[src/rtl/program_loader_pkg.sv]
// Shared definitions for the program loader: data widths and the loader FSM states.
package program_loader_pkg;

  localparam int HALF_WORD = 16;  // instruction width
  localparam int WORD      = 32;  // address bus width

  typedef enum logic [2:0] {
    IDLE,
    LEN_LO,
    LEN_HI,
    DATA_LO,
    DATA_HI,
    CHECK,
    DONE,
    ERROR
  } loader_state_t;

endpackage : program_loader_pkg

[src/rtl/program_loader.sv]
// Program loader: assembles a length-prefixed, XOR-checksummed byte stream into
// 16-bit instructions, writes them into instruction memory, and holds the core
// in reset until a complete and verified image is present.
module program_loader
  import program_loader_pkg::*;
#(
  parameter int MEM_DEPTH      = 512,
  parameter int LOAD_BASE_ADDR = 0
) (
  input  logic                 clk_i,
  input  logic                 reset_n_i,
  input  logic                 start_load_i,
  input  logic                 byte_valid_i,
  input  logic [7:0]           byte_data_i,
  output logic                 byte_ready_o,
  output logic                 program_mem_write_en_o,
  output logic [HALF_WORD-1:0] instruction_o,
  output logic [WORD-1:0]      instruction_addr_o,
  output logic                 core_reset_o,
  output logic                 load_done_o,
  output logic                 load_error_o
);

  localparam int          IDX_W   = $clog2(MEM_DEPTH + 1);
  localparam logic [15:0] MAX_LEN = 16'(MEM_DEPTH);

  loader_state_t        state_q;
  logic [IDX_W-1:0]     index_q;      // halfwords written so far in this load
  logic [15:0]          len_q;        // declared halfword count N
  logic [7:0]           lo_q;         // low byte waiting for its high partner
  logic [7:0]           xor_q;        // running checksum of accepted bytes
  logic                 wr_en_q;
  logic [HALF_WORD-1:0] instr_q;
  logic [WORD-1:0]      addr_q;
  logic                 core_reset_q;
  logic                 done_q;
  logic                 error_q;

  logic        byte_accept;
  logic [15:0] len_d;
  logic        last_half_d;

  // A restart request masks the handshake so the simultaneous byte is dropped.
  assign byte_ready_o = !start_load_i &&
                        (state_q inside {LEN_LO, LEN_HI, DATA_LO, DATA_HI, CHECK});
  assign byte_accept  = byte_valid_i && byte_ready_o;

  // Full length as it will be once the high byte is taken.
  assign len_d       = {byte_data_i, len_q[7:0]};
  // The halfword completing now is the final one of the image.
  assign last_half_d = (16'(index_q) + 16'd1) == len_q;

  // Loader FSM with registered memory-write and status outputs.
  // NOTE: all state here uses non-blocking assignments so every register samples
  // the pre-edge values of its peers; blocking would create order-dependent races.
  always_ff @(posedge clk_i or negedge reset_n_i) begin
    if (!reset_n_i) begin
      state_q      <= IDLE;
      index_q      <= '0;
      len_q        <= '0;
      lo_q         <= '0;
      xor_q        <= '0;
      wr_en_q      <= 1'b0;
      instr_q      <= '0;
      addr_q       <= '0;
      core_reset_q <= 1'b1;
      done_q       <= 1'b0;
      error_q      <= 1'b0;
    end else begin
      // The strobe lasts exactly one cycle; a write already on the outputs
      // completes even if a restart arrives in that same cycle.
      wr_en_q <= 1'b0;
      if (start_load_i) begin
        state_q      <= LEN_LO;
        index_q      <= '0;
        xor_q        <= '0;
        core_reset_q <= 1'b1;
        done_q       <= 1'b0;
        error_q      <= 1'b0;
      end else if (byte_accept) begin
        xor_q <= xor_q ^ byte_data_i;
        case (state_q)
          LEN_LO: begin
            len_q[7:0] <= byte_data_i;
            state_q    <= LEN_HI;
          end
          LEN_HI: begin
            len_q[15:8] <= byte_data_i;
            if (len_d > MAX_LEN) begin
              state_q <= ERROR;
              error_q <= 1'b1;
            end else if (len_d == 16'd0) begin
              state_q <= CHECK;
            end else begin
              state_q <= DATA_LO;
            end
          end
          DATA_LO: begin
            lo_q    <= byte_data_i;
            state_q <= DATA_HI;
          end
          DATA_HI: begin
            wr_en_q <= 1'b1;
            instr_q <= {byte_data_i, lo_q};
            addr_q  <= WORD'(LOAD_BASE_ADDR) + WORD'(index_q);
            index_q <= index_q + 1'b1;
            state_q <= last_half_d ? CHECK : DATA_LO;
          end
          CHECK: begin
            if (xor_q == byte_data_i) begin
              state_q      <= DONE;
              done_q       <= 1'b1;
              core_reset_q <= 1'b0;
            end else begin
              state_q <= ERROR;
              error_q <= 1'b1;
            end
          end
          default: ;
        endcase
      end
    end
  end

  assign program_mem_write_en_o = wr_en_q;
  assign instruction_o          = instr_q;
  assign instruction_addr_o     = addr_q;
  assign core_reset_o           = core_reset_q;
  assign load_done_o            = done_q;
  assign load_error_o           = error_q;

endmodule : program_loader

[config.mk]
export PLATFORM = sky130hd
export DESIGN_NAME = program_loader
export DESIGN_NICKNAME = d
export VERILOG_FILES = /design/src/rtl/program_loader_pkg.sv /design/src/rtl/program_loader.sv
export SDC_FILE = /design/constraint.sdc
export NUM_CORES = 1
export LEC_CHECK = 0
export CORE_MARGIN = 4
export CORE_UTILIZATION = 54
export DETAILED_ROUTE_END_ITERATION = 6
export PLACE_DENSITY = 0.81
export REMOVE_ABC_BUFFERS = 1
export SETUP_SLACK_MARGIN = 0.15
export SLEW_MARGIN = 15
export SYNTH_ARGS = -nofsm -noshare
export SYNTH_HDL_FRONTEND = slang
export SYNTH_SLANG_ARGS = --single-unit
[constraint.sdc]
create_clock -name clk_i -period 3.2 [get_ports clk_i]
set_clock_uncertainty 0.2 [all_clocks]
set_input_delay 0.32 -clock clk_i [delete_from_list [all_inputs] [get_ports clk_i]]
set_output_delay 0.32 -clock clk_i [all_outputs]
set_load 0.01 [all_outputs]
==> impl_results.md, run 1 <==
* Outcome: finished clean
* Max Freq at around 0.39 GHz
* Count of flip-flops with a built-in enable after synthesis at 0
* First-pass GRT wire length at 14000 µm
* First-iteration detailed-routing DRC count at 190
* Initial antenna violation count at 0
* Core area at 0.00694 mm²
* Initial Util at 56.6%
* Slowest CP cell: dfrtp_1
* HPWL Detailed at approximately 5600 µm
* Root Driver: clkbuf_8
* CTS tree: done
* Yosys reg bits at 75
* LEAKAGE at 2.02 nW
* Post-Route WL at about 8000 µm
* Worst R2R Setup Slack at between 600 and 700 ps
* Worst path cell trace: ha_1 -> nand2b_1 -> or2_0 -> a311o_1 -> a211oi_2 -> o2111ai_1 -> o31a_1
* Hold Crit Depth at 2
* Final Hold Vio Count at 0
* Post-DRT Antenna Nets at 0
* Worst Max-Slew Pin Slew at slightly above 900 ps
* Clk_lat worst skew at around 350 ps
* Final nets at 461
* Setup TNS at 0 ps
* IO buf count at 42
* Die height at just over 90 µm
* Max-cap violations at 0
* Inserted Diodes at 0
* Average wire per cell in the routed design at ~15 µm
* Setup violations, final at 0
* Maximum VDD drop at roughly 310 µV
* CTS Buf Count at 9
* Clock buffer depth at 2
* Post-Syn Area at approximately 0.0039 mm²
* Die Wd at approximately 93 µm
* All-Layer GR Usage at roughly a fifth
* Cells after Synth at 410
* Area added between synthesis and finish at 13.8%
* Slew margin rel. at roughly two fifths
* Crit Path Max Fanout at 11
* Dpl cells at 530
* Dpl cell area at around 0.0043 mm²
* Pwr Density at between 500 and 600 mW/mm²
* Synth cell types at 55
* Hold EP: instruction_o[6]
* Async set-or-reset flop fraction in the synthesized netlist at between 90% and 100%
* Dominant register cell in the synthesized netlist: dfrtp_1
* Layout cell share with drive strength beyond 1 at between 10% and 20%
* FP Rows at 30
* Reg2reg start: index_q[0]
* Delay of the slowest critical-path stage at between 400 and 500 ps
* Worst path bufs/invs at 0
* I/O pins at between 60 and 70
* Layout Cells excl Fill at ~550
* Vias in the first global route at about 2900
* Req. time, crit path at approximately 3200 ps
* Pin count of the biggest net entering global routing at between 70 and 80
* R2r worst-path depth at 7
* Pre-antenna DRT Iters at 4
* Slew Limit Fails at 0
* Mean Syn Cell Area at 9.59 µm²
* DRC at 0
* Final GP Congestion at 0.899
* Final worst path period share at between 80% and 90%
* # clock sinks at 75
* Vias at 2911
* Worst Hold Class: reg -> reg
* Clock-pin slew on the worst setup and hold paths at 90 ps
* Hold Startpoint: lo_q[6]
* Die ar. at approximately 0.0087 mm²
* Design area at 0.00448 mm²
* Vias per std cell at between 5 and 6
* CP delay by family, top: compound AO/OA/AOI/OAI gates
* Synth warnings at 0
* Setup CP Type: reg -> reg
* R2r endpoint: state_q[1]
* Crit path DAT at 2610 ps
* Worst Setup End Kind: register
* Post-CTS Setup Repair Bufs at 0
* CTS H-Tree Depth at 3
* Unrepaired setup endpoints after global routing: no
* Sequential area share after synthesis at a little under half
* Grt total ovfl at 0
* Setup crit start kind: register
* Fin crit period at ~2600 ps
[flip-flops by register name, indices dropped and copies added, names as in the netlist]
signal / count
instruction_o: 16
len_q: 16
index_q: 10
instruction_addr_o: 10
lo_q: 8
xor_q: 8
state_q: 3
core_reset_o: 1
load_done_o: 1
load_error_o: 1
program_mem_write_en_o: 1
[synthesized netlist by cell type, types with 2 or more instances]
library cell | instances | area, µm²
nor3_1 | 8 | 40.0
nand3_1 | 3 | 15.0
inv_1 | 4 | 15.0
nand4_1 | 3 | 18.8
and2_1 | 2 | 12.5
xnor2_1 | 19 | 166
buf_6 | 5 | 56.3
nand2b_1 | 4 | 25.0
buf_4 | 26 | 195
o31ai_1 | 3 | 22.5
o32ai_1 | 2 | 17.5
nor4_1 | 5 | 31.3
o31a_1 | 2 | 17.5
nand4_2 | 3 | 37.5
nor2_1 | 19 | 71.3
dfrtp_1 | 74 | 1850
ha_1 | 3 | 37.5
nand3b_1 | 2 | 15.0
buf_2 | 6 | 30.0
o2111ai_1 | 3 | 26.3
xor2_1 | 10 | 87.6
a21oi_1 | 8 | 40.0
clkbuf_1 | 7 | 26.3
and3_1 | 2 | 12.5
o21ai_1 | 11 | 55.1
nand2_2 | 3 | 18.8
o21ai_0 | 17 | 85.1
mux2_2 | 24 | 270
nand2_1 | 105 | 394
nor3_2 | 2 | 20.0
[worst register-to-register path: stages, from the launching register on]
cell and delay (ps):
dfrtp_1 480, ha_1 420, nand2b_1 120, or2_0 220
a311o_1 360, a211oi_2 180, o2111ai_1 170, o31a_1 320
[where the power goes]
group,leakage [nW],total [mW],internal [mW],switching (mW)
Sequential,0.995,1.23,1.09,0.132
Combinational,0.927,0.442,0.240,0.202
Clock,0.0978,0.683,0.296,0.386
[logic make-up after synthesis]
logic type | count (synthesis) | share of synthesized area, %
compound gates | 56 | 9.10
xor+xnor | 29 | 6.46
fa+ha+maj | 3 | 0.954
buf+inv | 50 | 8.40
flops | 75 | 47.7
mux | 25 | 7.12
other cells | 1 | 0.0953
simple gates | 171 | 20.1
[repair_timing]
item	4_1_cts	5_1_grt
endpoints found under the hold margin	74	0
hold buffers	1	0
resized for setup	0	0
[cell usage in the layout, fill, tap and decap left out, types with 9 or more instances in the layout]
cell and n:
o21ai_1 11, xnor2_1 19, nor2_1 19, dfrtp_1 74, xor2_1 10, o21ai_0 17
mux2_2 24, clkdlybuf4s50_1 41, conb_1 22, clkbuf_8 9, nand2_1 105
[how the worst max path moves through the flow]
stage | startpoint | to | slack [ps] | cells past startpoint
after floorplan | state_q[0] | index_q[3] | 610 | 7
after global placement | start_load_i | lo_q[6] | 760 | 6
after detailed placement | index_q[0] | state_q[1] | 640 | 7
after CTS | index_q[0] | state_q[1] | 610 | 7
after global routing | index_q[0] | state_q[1] | 460 | 7
final | index_q[0] | state_q[1] | 620 | 7
[area by class of cell]
class	instances	area, µm²
clock inverters	7	58.8
flip-flops and latches	75	1880
fillers	594	2470
multi-input cells	306	1800
inverters	5	18.8
repair buffers	49	473
clock buffers	9	124
well taps	96	120
[per-stage QoR]
step / hold WS (ps) / power [mW] / utilization (%) / setup WS [ps]
after floorplan: -176 / 1.53 / - / 610
after global placement: 246 / 1.65 / 61.7 / 758
after detailed placement: 257 / 1.69 / 61.7 / 643
after CTS: 283 / 2.38 / 64.5 / 614
after global routing: 300 / 2.48 / 64.5 / 456
final: 273 / 2.35 / 64.5 / 624
[per-layer routing]
layer  vias up  GRT usage (%)  wire [µm]
li1       1396              -          -
met3        10           3.30        330
met2        72           33.9       4100
met5         -              0          0
met4         0           7.20         70
met1      1433           26.5       3650
Power figures use the tool's default switching activity.
==> run 2: changes to the inputs <==
- CORE_UTILIZATION: 54 -> 48
- PLACE_DENSITY: 0.81 -> 0.76
- clock period: 3.2 -> 2.06 ns (I/O delays scaled with it)
==> run 2 against run 1 <==
Net effect:
- the run now ends with setup timing left
- critical path depth fell by 1
- sequential share of layout area fell by 8.3 points
- final area is 25% higher
- combinational power grew 140%
- sequential power increased by 59%
- final cell count grew 13%
- via count increased by 16%
- core utilization up 6.8 points
- flip-flop and latch count unchanged
==> impl_results.md, run 2 (synthesis results as in run 1) <==
* Outcome: finished, violations left
* Failing checks: setup timing
* Final worst slack at -234 ps (-859 ps)
* Setup crit start kind: register
* Inserted Diodes at 0 (unchanged)
* All-Layer GR Usage at 20.2% (-0.074 points)
* CTS H-Tree Depth at 3 (unchanged)
* Max Freq at 0.436 GHz (+12%)
* Worst Setup End Kind: register
* Crit Path Max Fanout at 6 (-5)
* Layout cell share with drive strength beyond 1 at 35.9% (+21 points)
* Vias per std cell at 5.45 (+2.5%)
* Layout Utilization at 71.3% (+6.8 points)
* I/O pins at 65 (unchanged)
* Slew margin rel. at 64.7% (+27 points)
* Post-DRT Antenna Nets at 0 (unchanged)
* Maximum VDD drop at 555 µV (+78%)
* Worst Hold Class: in -> async
* First-pass GRT wire length at 15600 µm (+11%)
* First-iteration detailed-routing DRC count at 163 (-14%)
* Vias in the first global route at 3217 (+10%)
* Reg2reg start: state_q[1]
* Clock buffer depth at 2 (unchanged)
* Clock-pin slew on the worst setup and hold paths at 90 ps (about the same)
* Clk_lat worst skew at 380 ps (+30 ps)
* Fin crit period at 2290 ps (-281 ps)
* Average wire per cell in the routed design at 18.6 µm (+25%)
* IO buf count at 42 (unchanged)
* Final nets at 526 (+14%)
* Vias at 3370 (+16%)
* Layout Cells excl Fill at 618 (+13%)
* Pwr Density at 737 mW/mm² (+40%)
* CTS Buf Count at 9 (unchanged)
* Die Wd at 98.5 µm (+5.5%)
* Req. time, crit path at 2120 ps (-1120 ps)
* # clock sinks at 75 (unchanged)
* Final GP Congestion at 0.883 (-1.7%)
* Final worst path period share at 111% (+31 points)
* Area added between synthesis and finish at 42.2%
* R2r endpoint: state_q[1]
* Post-Route WL at 11500 µm (+41%)
* Final Hold Vio Count at 0 (unchanged)
* Dpl cell area at 0.00463 mm² (+8.2%)
* Core area at 0.00785 mm² (+13%)
* Commonest non-fill, non-tap cell in the layout: nand2_1
* Initial antenna violation count at 0 (unchanged)
* Crit path DAT at 2360 ps (-250 ps)
* Setup CP Type: reg -> reg
* Grt total ovfl at 0 (unchanged)
* Root Driver: clkbuf_8
* Setup TNS at -1180 ps (-1180 ps)
* Unrepaired setup endpoints after global routing: yes
* Pin count of the biggest net entering global routing at 33 (-57%)
* Setup violations, final at 31 (+31)
* Most frequent cells in the layout: nand2_1, dfrtp_1, buf_4
* Initial Util at 50.1% (-6.5 points)
* CTS tree: done
* Design area at 0.00559 mm² (+25%)
* Critical Path Source: state_q[1]
* Max-cap violations at 0 (unchanged)
* LEAKAGE at 2.58 nW (+28%)
* Slew Limit Fails at 0 (unchanged)
* Worst Max-Slew Pin Slew at 523 ps (-406 ps)
* R2r worst-path depth at 6 (-1)
* Dpl cells at 580 (+9.4%)
* Worst R2R Setup Slack at -230 ps (-860 ps)
* Die height at 98.5 µm (+5.5%)
* Die ar. at 0.00971 mm² (+11%)
* FP Rows at 32 (+6.7%)
* DRC at 0 (unchanged)
* Pre-antenna DRT Iters at 5 (+1)
* HPWL Detailed at 6540 µm (+16%)
-- run 2: worst max-delay path, stage by stage, from the launching register on --
cell       delay, ps
dfrtp_1          430
buf_4            200
nor3b_1          410
o2111ai_4        180
or2_1            260
nand3b_1         200
o31a_1           300
-- run 2: per-stage QoR --
step           hold slack (ps)  power (mW)  worst slack [ps]
2_1_floorplan             -290        2.38              -530
3_3_place_gp             -26.8        2.67             -85.7
3_5_place_dp             -13.9        2.72              -167
4_1_cts                    125        3.91              -105
5_1_grt                    165        4.29              -278
6_report                   112        4.12              -234
-- run 2: worst max-delay path by stage --
stage,slack (ps),endpoint,cells after the start
4_1_cts,-100,state_q[1],7
3_5_place_dp,-170,state_q[1],7
6_report,-230,state_q[1],6
3_3_place_gp,-90,state_q[1],6
5_1_grt,-280,state_q[1],6
2_1_floorplan,-530,index_q[3],7
-- run 2: what timing repair did --
item,in CTS,in global routing
hold endpoints to repair,74,0
buffers inserted,3,12
gates cloned,0,6
resized for setup,41,98
setup endpoints to repair,64,52
hold buffers,1,0
pin swaps,12,42
-- run 2: cell type report --
type / instances / area, µm²
Tap cell: 102 / 128
Multi-Input combinational cell: 306 / 2190
Inverter: 5 / 31.3
Clock inverter: 6 / 48.8
Timing Repair Buffer: 114 / 1190
Sequential cell: 75 / 1880
Fill cell: 541 / 2250
Clock buffer: 10 / 128
-- run 2: routing by layer --
layer	up-vias	global-route usage [%]	share of wire [%]
met5	-	0	0
met4	0	8.61	3.1
met3	33	6.44	6.7
met2	127	34.1	51
met1	1672	23.6	39
li1	1538	-	-
-- run 2: where the power goes --
group	internal, mW	total [mW]	switching [mW]
registers	1.70	1.96	0.263
clock network	0.450	1.08	0.632
logic	0.600	1.08	0.476
==> run 3: changes to the inputs <==
- REMOVE_ABC_BUFFERS: 1 -> not set
==> run 3 against run 2 <==
Net effect:
- register-to-register slack better by 100 ps
- clock power up 23%
- fmax up 4.5%
- setup slack better by 100 ps
- core utilization down 0.69 points
- non-clock buffer count down 6
- the run still ends with setup timing left
- critical path depth up 1
- global-route usage up 1.0 points
- hold slack better by 35 ps
- final area down 0.96%
- first-iteration DRC count up 33%
- sequential share of layout area up 0.33 points
==> impl_results.md, run 3 (synthesis results as in run 1) <==
* Req. time, crit path at 2100 ps (-20 ps)
* R2r worst-path depth at 7 (+1)
* Final worst path period share at 107% (-4.8 points)
* Max-cap violations at 0 (unchanged)
* Area added between synthesis and finish at 40.8%
* DRC at 0 (unchanged)
* Worst Setup End Kind: register
* Die height at 98.5 µm (unchanged)
* Final Hold Vio Count at 0 (unchanged)
* Core area at 0.00785 mm² (unchanged)
* R2r endpoint: state_q[1]
* Average wire per cell in the routed design at 17.4 µm (-6.3%)
* Max Freq at 0.456 GHz (+4.5%)
* Die Wd at 98.5 µm (unchanged)
* Inserted Diodes at 0 (unchanged)
* Reg2reg start: index_q[1]
* Met1 wire length at 4250 µm (-4.6%)
* # clock sinks at 75 (unchanged)
* CTS tree: done
* Final GP Congestion at 0.881 (-0.24%)
* Die ar. at 0.00971 mm² (unchanged)
* Design area at 0.00554 mm² (-0.96%)
* Pin count of the biggest net entering global routing at 43 (+30%)
* Layout cell share with drive strength beyond 1 at 33.3% (-2.5 points)
* Post-Route WL at 10600 µm (-7.2%)
* I/O pins at 65 (unchanged)
* Final nets at 520 (-1.1%)
* Initial Util at 50.1% (unchanged)
* Fin crit period at 2190 ps (-99.8 ps)
* Wire length on met3 at 560 µm (-28%)
* LEAKAGE at 2.55 nW (-1.2%)
* Crit path DAT at 2240 ps (-120 ps)
* Post-DRT Antenna Nets at 0 (unchanged)
* Clock buffer depth at 2 (unchanged)
* Commonest non-fill, non-tap cell in the layout: nand2_1
* Setup crit start kind: register
* Outcome: finished, violations left
* CTS Buf Count at 9 (unchanged)
* Pre-antenna DRT Iters at 5 (unchanged)
* FP Rows at 32 (unchanged)
* Final worst slack at -135 ps (+99.8 ps)
* Vias at 3262 (-3.2%)
* Crit Path Max Fanout at 5 (-1)
* Worst Hold Class: in -> async
* Unrepaired setup endpoints after global routing: yes
* Layout Utilization at 70.6% (-0.69 points)
* Pwr Density at 784 mW/mm² (+6.5%)
* Worst R2R Setup Slack at -130 ps (+100 ps)
* IO buf count at 42 (unchanged)
* Clk_lat worst skew at 360 ps (-20 ps)
* Most frequent cells in the layout: nand2_1, dfrtp_1, buf_4
* Initial antenna violation count at 0 (unchanged)
* Dpl cell area at 0.00477 mm² (+2.9%)
* All-Layer GR Usage at 21.2% (+1.0 points)
* Vias in the first global route at 3353 (+4.2%)
* Setup CP Type: reg -> reg
* Routed met2 length at 5660 µm (-3.9%)
* First-pass GRT wire length at 16600 µm (+6.3%)
* Slew Limit Fails at 0 (unchanged)
* Max layer used: met4
* Maximum VDD drop at 677 µV (+22%)
* Setup TNS at -230 ps (+953 ps)
* Setup violations, final at 2 (-94%)
* First-iteration detailed-routing DRC count at 216 (+33%)
* Failing checks: setup timing
* CTS H-Tree Depth at 3 (unchanged)
* Root Driver: clkbuf_8
* Grt total ovfl at 0 (unchanged)
* HPWL Detailed at 6870 µm (+5.1%)
* Clock-pin slew on the worst setup and hold paths at 90 ps (about the same)
* Vias per std cell at 5.33 (-2.3%)
run 3: changes by cell type in the layout (fill, tap and decap cells not counted), sizes merged:
cell    change
clkinv      -3
bufinv      +2
inv         +1
buf         -3
clkbuf      -3
run 3: layer usage:
metal,GRT usage [%],up-vias
met5,0,-
met1,26.8,1617
met3,5.17,18
met4,5.04,0
met2,36.7,107
li1,-,1520
run 3: how the worst max path moves through the flow:
| stage | from | endpoint | slack [ps] |
|---|---|---|---|
| floorplan | index_q[0] | state_q[1] | -50 |
| global placement | state_q[1] | state_q[0] | -4 |
| detailed placement | state_q[1] | state_q[2] | -70 |
| CTS | index_q[0] | state_q[1] | -60 |
| global route | index_q[1] | state_q[1] | -190 |
| finish | index_q[1] | state_q[1] | -130 |
run 3: cell type report:
cell class / instances / area, µm²
inverter: 5 / 28.8
tap: 102 / 128
sequential: 75 / 1880
multi-input combinational: 306 / 2180
clock inverter: 6 / 95.1
fill: 562 / 2310
clock buffer: 10 / 138
timing repair buffer: 108 / 1090
run 3: per-stage QoR:
stage                     total power, mW  hold slack (ps)  worst slack [ps]  std cells
final                                4.34              147              -135        612
after global routing                 4.53              167              -192        612
after CTS                            4.26              148             -63.4        606
after detailed placement             2.86            -1.10             -70.2        576
after global placement               2.82            -8.87             -3.52        576
after floorplan                      2.60             -290             -46.0        431
run 3: timing repair:
item / 4_1_cts / 5_1_grt
endpoints found under the hold margin: 33 / 0
gates resized for setup: 36 / 48
setup endpoints to repair: 64 / 69
pin swaps: 17 / 32
hold buffers: 1 / 0
gates cloned: 2 / 2
buffers inserted: 11 / 4
run 3: power by group:
group	switching (mW)	total, mW	internal (mW)
Combinational	0.453	1.06	0.609
Sequential	0.252	1.95	1.70
Clock	0.602	1.33	0.728
Total	1.31	4.34	3.04
run 3: worst max-delay path: stages (launching register included):
cell	delay, ps
dfrtp_1	390
ha_2	200
buf_4	150
nor4_2	260
a31oi_1	70
o311ai_1	310
o2111ai_2	200
o31a_1	290
==> edit 1 (flow settings as in run 1) <==
`MEM_DEPTH`: 512 -> 256.
--- a/src/rtl/program_loader.sv
+++ b/src/rtl/program_loader.sv
@@ -4,7 +4,7 @@
 module program_loader
   import program_loader_pkg::*;
 #(
-  parameter int MEM_DEPTH      = 512,
+  parameter int MEM_DEPTH      = 256,
   parameter int LOAD_BASE_ADDR = 0
 ) (
   input  logic                 clk_i,
Check against the original RTL: not equivalent (a bounded check fails within 4 cycles, from zero or initial values and one cycle with reset_n_i low).
==> edit 1 against run 1 <==
Sequential cell count fell by 2. Global-route usage is 0.85 points higher. Worst setup slack gained 92 ps. Largest power group unchanged. Wire length decreased by 0.75%. Register-to-register slack gained 120 ps. Highest routed layer unchanged. Via count fell by 5.6%. Area after synthesis fell by 5.9%. Hold slack worse by 11 ps. Power up 20%. Final area fell by 3.5%. Core utilization grew 2.0 points.
==> edit 1: results (changes against run 1) <==
| Metric | Value |
|---|---|
| Outcome | `complete, no violations (unchanged)` |
| GPL Wtd Cong | `0.8620 (was 0.8989)` |
| NumNets Final | `437 (was 461)` |
| Place WS | `649.8 ps (was 643.5 ps)` |
| Worst EP arrival | `1960 ps (was 2610 ps)` |
| I/O Buffers | `41 (was 42)` |
| Synth unique cells | `42 (was 55)` |
| Synth area leaders | `dfrtp_1 49%, nand2_1 9.8%, mux2_2 7.3% (was dfrtp_1 47%, nand2_1 10%, mux2_2 6.9%)` |
| Routed WL | `8086 um (was 8147 um)` |
| Clock Latency Late Sink | `350 ps (about the same)` |
| Worst Path Max Fanout | `10 (was 11)` |
| Critical Path Max Stage Delay | `600 ps (was 480 ps)` |
| Worst hold slack | `262.1 ps (was 273.1 ps)` |
| Post-synth top area share | `0.4868 (was 0.4707)` |
| FF-to-FF Start | `index_q[0] (unchanged)` |
| Vias in the first global route | `2,850 (was 2,916)` |
| Fillcell total | `525 (was 594)` |
| Via count | `2,747 (was 2,911)` |
| Hpwl dp | `5705 um (was 5616 um)` |
| WP buf/inv | `1 (was 0)` |
| Min-delay src | `core_reset_o (was lo_q[6])` |
| Clock transition at path regs | `80 ps` |
| Cell Area, Placed | `0.004095 sq mm (was 0.004284 sq mm)` |
| CTS Buf Count | `9 (unchanged)` |
| Largest net degree at the start of global routing | `39 (was 76)` |
| Hold crit path type | `reg2reg (unchanged)` |
| CP max-delay cell | `clkdlybuf4s50_1 (was dfrtp_1)` |
| Hold Crit Endpoint | `core_reset_o (was instruction_o[6])` |
| Lkg Pwr | `1.964 nW (was 2.020 nW)` |
| Overall global routing resource usage | `0.2111 (was 0.2027)` |
| R2R Setup Slk | `740 ps (was 620 ps)` |
| Register area share after synthesis | `0.4939 (was 0.4774)` |
| First-pass GRT wire length | `14,020 um (was 13,980 um)` |
| DRT iter0 DRCs | `126 (was 190)` |
| Post-synth top cells | `97 x nand2_1, 72 x dfrtp_1, 24 x mux2_2, 24 x nor2_1, 23 x buf_4 (was 105 x nand2_1, 74 x dfrtp_1, 26 x buf_4)` |
| Share of layout cells above drive strength 1 | `0.1358 (was 0.1441)` |
| Worst-case reg-to-reg path depth | `6 (was 7)` |
| Cell family with most CP delay | `buffers and inverters (was compound AO/OA/AOI/OAI gates)` |
| Internal power | `0.001932 W (was 0.001631 W)` |
| DR pass1 iterations | `4 (unchanged)` |
| Worst slew pin tran | `826.9 ps (was 929.1 ps)` |
| Maximum vdd drop | `0.4114 mV (was 0.3122 mV)` |
[edit 1: changes by cell type in the layout (fill, tap and decap cells not counted), sizes merged, moves of 3 or more]
cell,delta
or2,-3
nor2,+4
nor4,-3
a21oi,-5
nand2,-11
nand2b,-3
xor2,-4
nand3,+5
o21ai,-7
o2111ai,-3
o41ai,+4
o21a,+3
[edit 1: metal layers]
metal,wire length (um),vias up,GRT usage
met1,3549,1336,0.2687
met4,155,0,0.08668
met2,3975,78,0.3552
met5,0,-,0
li1,-,1318,-
met3,406,15,0.03833
[edit 1: power by group through the flow]
| stage | Clock (W) | Combinational [W] | Sequential, W |
|---|---|---|---|
| 3_5_place_dp | 0 | 0.000732 | 0.00133 |
| 4_1_cts | 0.000781 | 0.000743 | 0.00132 |
| 5_1_grt | 0.000821 | 0.000803 | 0.00135 |
| 2_1_floorplan | 0 | 0.000493 | 0.00129 |
| 6_report | 0.000774 | 0.000737 | 0.00132 |
| 3_3_place_gp | 0 | 0.000697 | 0.00131 |
[edit 1: area by class of cell]
type                    count  area (sq um)  area share
well taps                  77         96.34     0.02231
flip-flops and latches     73          1828      0.4232
inverters                   9         33.78    0.007822
repair buffers             49         467.9      0.1083
clock buffers              11         151.4     0.03505
multi-input cells         280          1679      0.3888
clock inverters             5         62.56     0.01448
[edit 1: worst max path at each step]
| stage | startpoint | to | slack, ps | cells after the start |
|---|---|---|---|---|
| 5_1_grt | index_q[0] | state_q[1] | 580 | 7 |
| 6_report | state_q[1] | byte_ready_o | 720 | 3 |
| 3_3_place_gp | start_load_i | lo_q[3] | 700 | 5 |
| 4_1_cts | state_q[1] | byte_ready_o | 710 | 3 |
| 2_1_floorplan | state_q[1] | index_q[5] | -110 | 7 |
| 3_5_place_dp | start_load_i | lo_q[2] | 650 | 5 |
[edit 1: cell families after synthesis]
logic type,count (synthesis),synth area share
AOI/OAI and AO/OA,49,0.09668
xor gates and xnor gates,26,0.06660
adders and majority gates,3,0.01014
buffers and inverters,48,0.07471
DFF,73,0.4939
muxes,24,0.07302
other,1,0.001013
and+or+nand+nor,155,0.1839
[edit 1: tightest hold or removal path, stage by stage, from the launching register on]
cell and delay (ps):
dfstp_2 380, nand2_1 50, nand2_1 40
[edit 1: what timing repair did]
action	CTS	global route
gates resized for setup	0	0
hold buffers	1	0
endpoints found under the hold margin	35	0
buffers inserted	0	0
[edit 1: through the flow]
| step | util | cells | power [W] |
|---|---|---|---|
| after floorplan | - | 362 | 0.001787 |
| after global placement | 0.6305 | 487 | 0.002009 |
| after detailed placement | 0.6305 | 487 | 0.002064 |
| after CTS | 0.6650 | 504 | 0.002843 |
| after global routing | 0.6650 | 504 | 0.002976 |
| final | 0.6650 | 504 | 0.002832 |
==> edit 2 (settings of run 1) <==
Without the edit above. Register the output `load_error_o` once more, cleared by the reset; this adds one clock of latency there. The other outputs are not delayed to match.
--- a/src/rtl/program_loader.sv
+++ b/src/rtl/program_loader.sv
@@ -127,7 +127,13 @@
   assign instruction_addr_o     = addr_q;
   assign core_reset_o           = core_reset_q;
   assign load_done_o            = done_q;
-  assign load_error_o           = error_q;
+  always_ff @(posedge clk_i or negedge reset_n_i) begin
+    if (!reset_n_i) begin
+      load_error_o <= '0;
+    end else begin
+      load_error_o <= error_q;
+    end
+  end
 
 endmodule : program_loader
 
Check against the original RTL: not equivalent (a bounded check fails within 4 cycles, from zero or initial values and one cycle with reset_n_i low).
==> edit 2 against run 1 <==
Worst setup slack lost 70 ps. Synthesized cell count is 0.24% higher. Fmax decreased by 2.6%. Wire length is 1.9% higher. Critical path depth unchanged. Hold slack got worse by 94 ps. Sequential share of layout area is essentially flat. Sequential cell count up 1. First-iteration DRC count shrank 2.1%. Final area grew 1.3%. Clock power grew 23%. Global-route usage increased by 0.32 points. Area after synthesis up 0.64%. Power up 7.3%. Critical path type unchanged. Critical endpoint unchanged.
==> edit 2: results (changes against run 1) <==
| Metric | Value |
|---|---|
| Critical path type | `reg2reg (unchanged)` |
| Lkg Pwr | `2.043 nW (was 2.020 nW)` |
| Synth Area in XOR/XNOR | `0.06416 (was 0.06457)` |
| Worst slew pin tran | `950.1 ps (was 929.1 ps)` |
| Largest net degree at the start of global routing | `77 (was 76)` |
| Outcome | `complete, no violations (unchanged)` |
| Via count | `2,961 (was 2,911)` |
| M1 GR Usage | `0.2688 (was 0.2655)` |
| Hpwl dp | `5659 um (was 5616 um)` |
| Fillcell total | `572 (was 594)` |
| Post-synth top cells | `105 x nand2_1, 75 x dfrtp_1, 26 x buf_4 (was 105 x nand2_1, 74 x dfrtp_1, 26 x buf_4)` |
| First-pass GRT wire length | `14,350 um (was 13,980 um)` |
| Synth area leaders | `dfrtp_1 47%, nand2_1 10%, mux2_2 6.8% (was dfrtp_1 47%, nand2_1 10%, mux2_2 6.9%)` |
| Synth unique cells | `55 (unchanged)` |
| Overall global routing resource usage | `0.2059 (was 0.2027)` |
| Synth Area in Compound Gates | `0.09039 (was 0.09097)` |
| R2R Setup Slk | `550 ps (was 620 ps)` |
| Fmax | `378.0 MHz (was 388.2 MHz)` |
| Maximum vdd drop | `0.3025 mV (was 0.3122 mV)` |
| Vias in the first global route | `3,057 (was 2,916)` |
| Async S/R FF share, synth | `1.000 (unchanged)` |
| Met2 usage | `0.3377 (was 0.3395)` |
| Ant. Diodes | `0 (unchanged)` |
| Place WS | `521.3 ps (was 643.5 ps)` |
| Fraction of the mapped netlist area in adder cells | `0.009482 (was 0.009542)` |
| GPL Wtd Cong | `0.8972 (was 0.8989)` |
| GR Layer Usage met3 | `0.03942 (was 0.03298)` |
| Mux contribution to synthesized area | `0.07080 (was 0.07125)` |
| DRT iter0 DRCs | `186 (was 190)` |
| CP endpoint | `state_q[1] (unchanged)` |
| Worst EP arrival | `2680 ps (was 2610 ps)` |
| Drt wl/cell | `15.20 um (was 14.89 um)` |
| Share of layout cells above drive strength 1 | `0.1400 (was 0.1441)` |
[edit 2: power breakdown]
part | switching [W] | total, W | internal (W)
Combinational | 0.000203 | 0.000442 | 0.000239
Sequential | 0.000131 | 0.00124 | 0.00111
Clock | 0.000375 | 0.000842 | 0.000467
Total | 0.000709 | 0.00252 | 0.00181
[edit 2: worst min-delay path by stage]
stage / cells after the start / to / start / slack (ps)
detailed placement: 0 / load_error_o / error_q / 170
CTS: 0 / load_error_o / error_q / 180
finish: 0 / load_error_o / error_q / 180
global placement: 0 / load_error_o / error_q / 170
floorplan: 0 / error_q / reset_n_i / -180
global route: 0 / load_error_o / error_q / 200
[edit 2: per-layer routing]
layer	part of all wire	vias to the layer above	routed length (um)
met2	0.50	102	4109
met1	0.43	1458	3602
met4	0.0087	0	72
met5	0	-	0
met3	0.062	8	513
li1	-	1393	-
[edit 2: cells by family (layout without fill, tap and decap cells)]
kind of cell	after synthesis	in the layout
compound gates	56	56
xor+xnor	29	29
fa+ha+maj	3	3
buf+inv	50	68
flops	76	76
mux	25	25
other cells	1	22
simple gates	171	171
[edit 2: final cells by class]
type                            count  share of cell area
Tap cell                           96             0.02648
Clock inverter                      6             0.02096
Sequential cell                    76              0.4195
Inverter                            5            0.004137
Timing Repair Buffer               47              0.1009
Multi-Input combinational cell    306              0.3977
Clock buffer                       10             0.03034
[edit 2: what timing repair did]
action | CTS | global route
hold buffers | 1 | 0
gates resized for setup | 0 | 0
hold endpoints to repair | 75 | 0
[edit 2: worst max-delay path, cell delays in order, from the launching register on]
cell and delay [ps]:
dfrtp_1 490, ha_1 460, nand2b_1 120, or2_0 210, a311o_1 360, a211oi_2 180, o2111ai_1 180, o31a_1 320
[edit 2: through the flow]
stage / area, sq um / hold WS, ps / cells / util
after floorplan: 3726 / -175.6 / 387 / -
after global placement: 4294 / 165.5 / 529 / 0.6184
after detailed placement: 4294 / 171.8 / 529 / 0.6184
after CTS: 4537 / 181.6 / 546 / 0.6533
after global routing: 4537 / 197.9 / 546 / 0.6533
final: 4537 / 178.9 / 546 / 0.6533
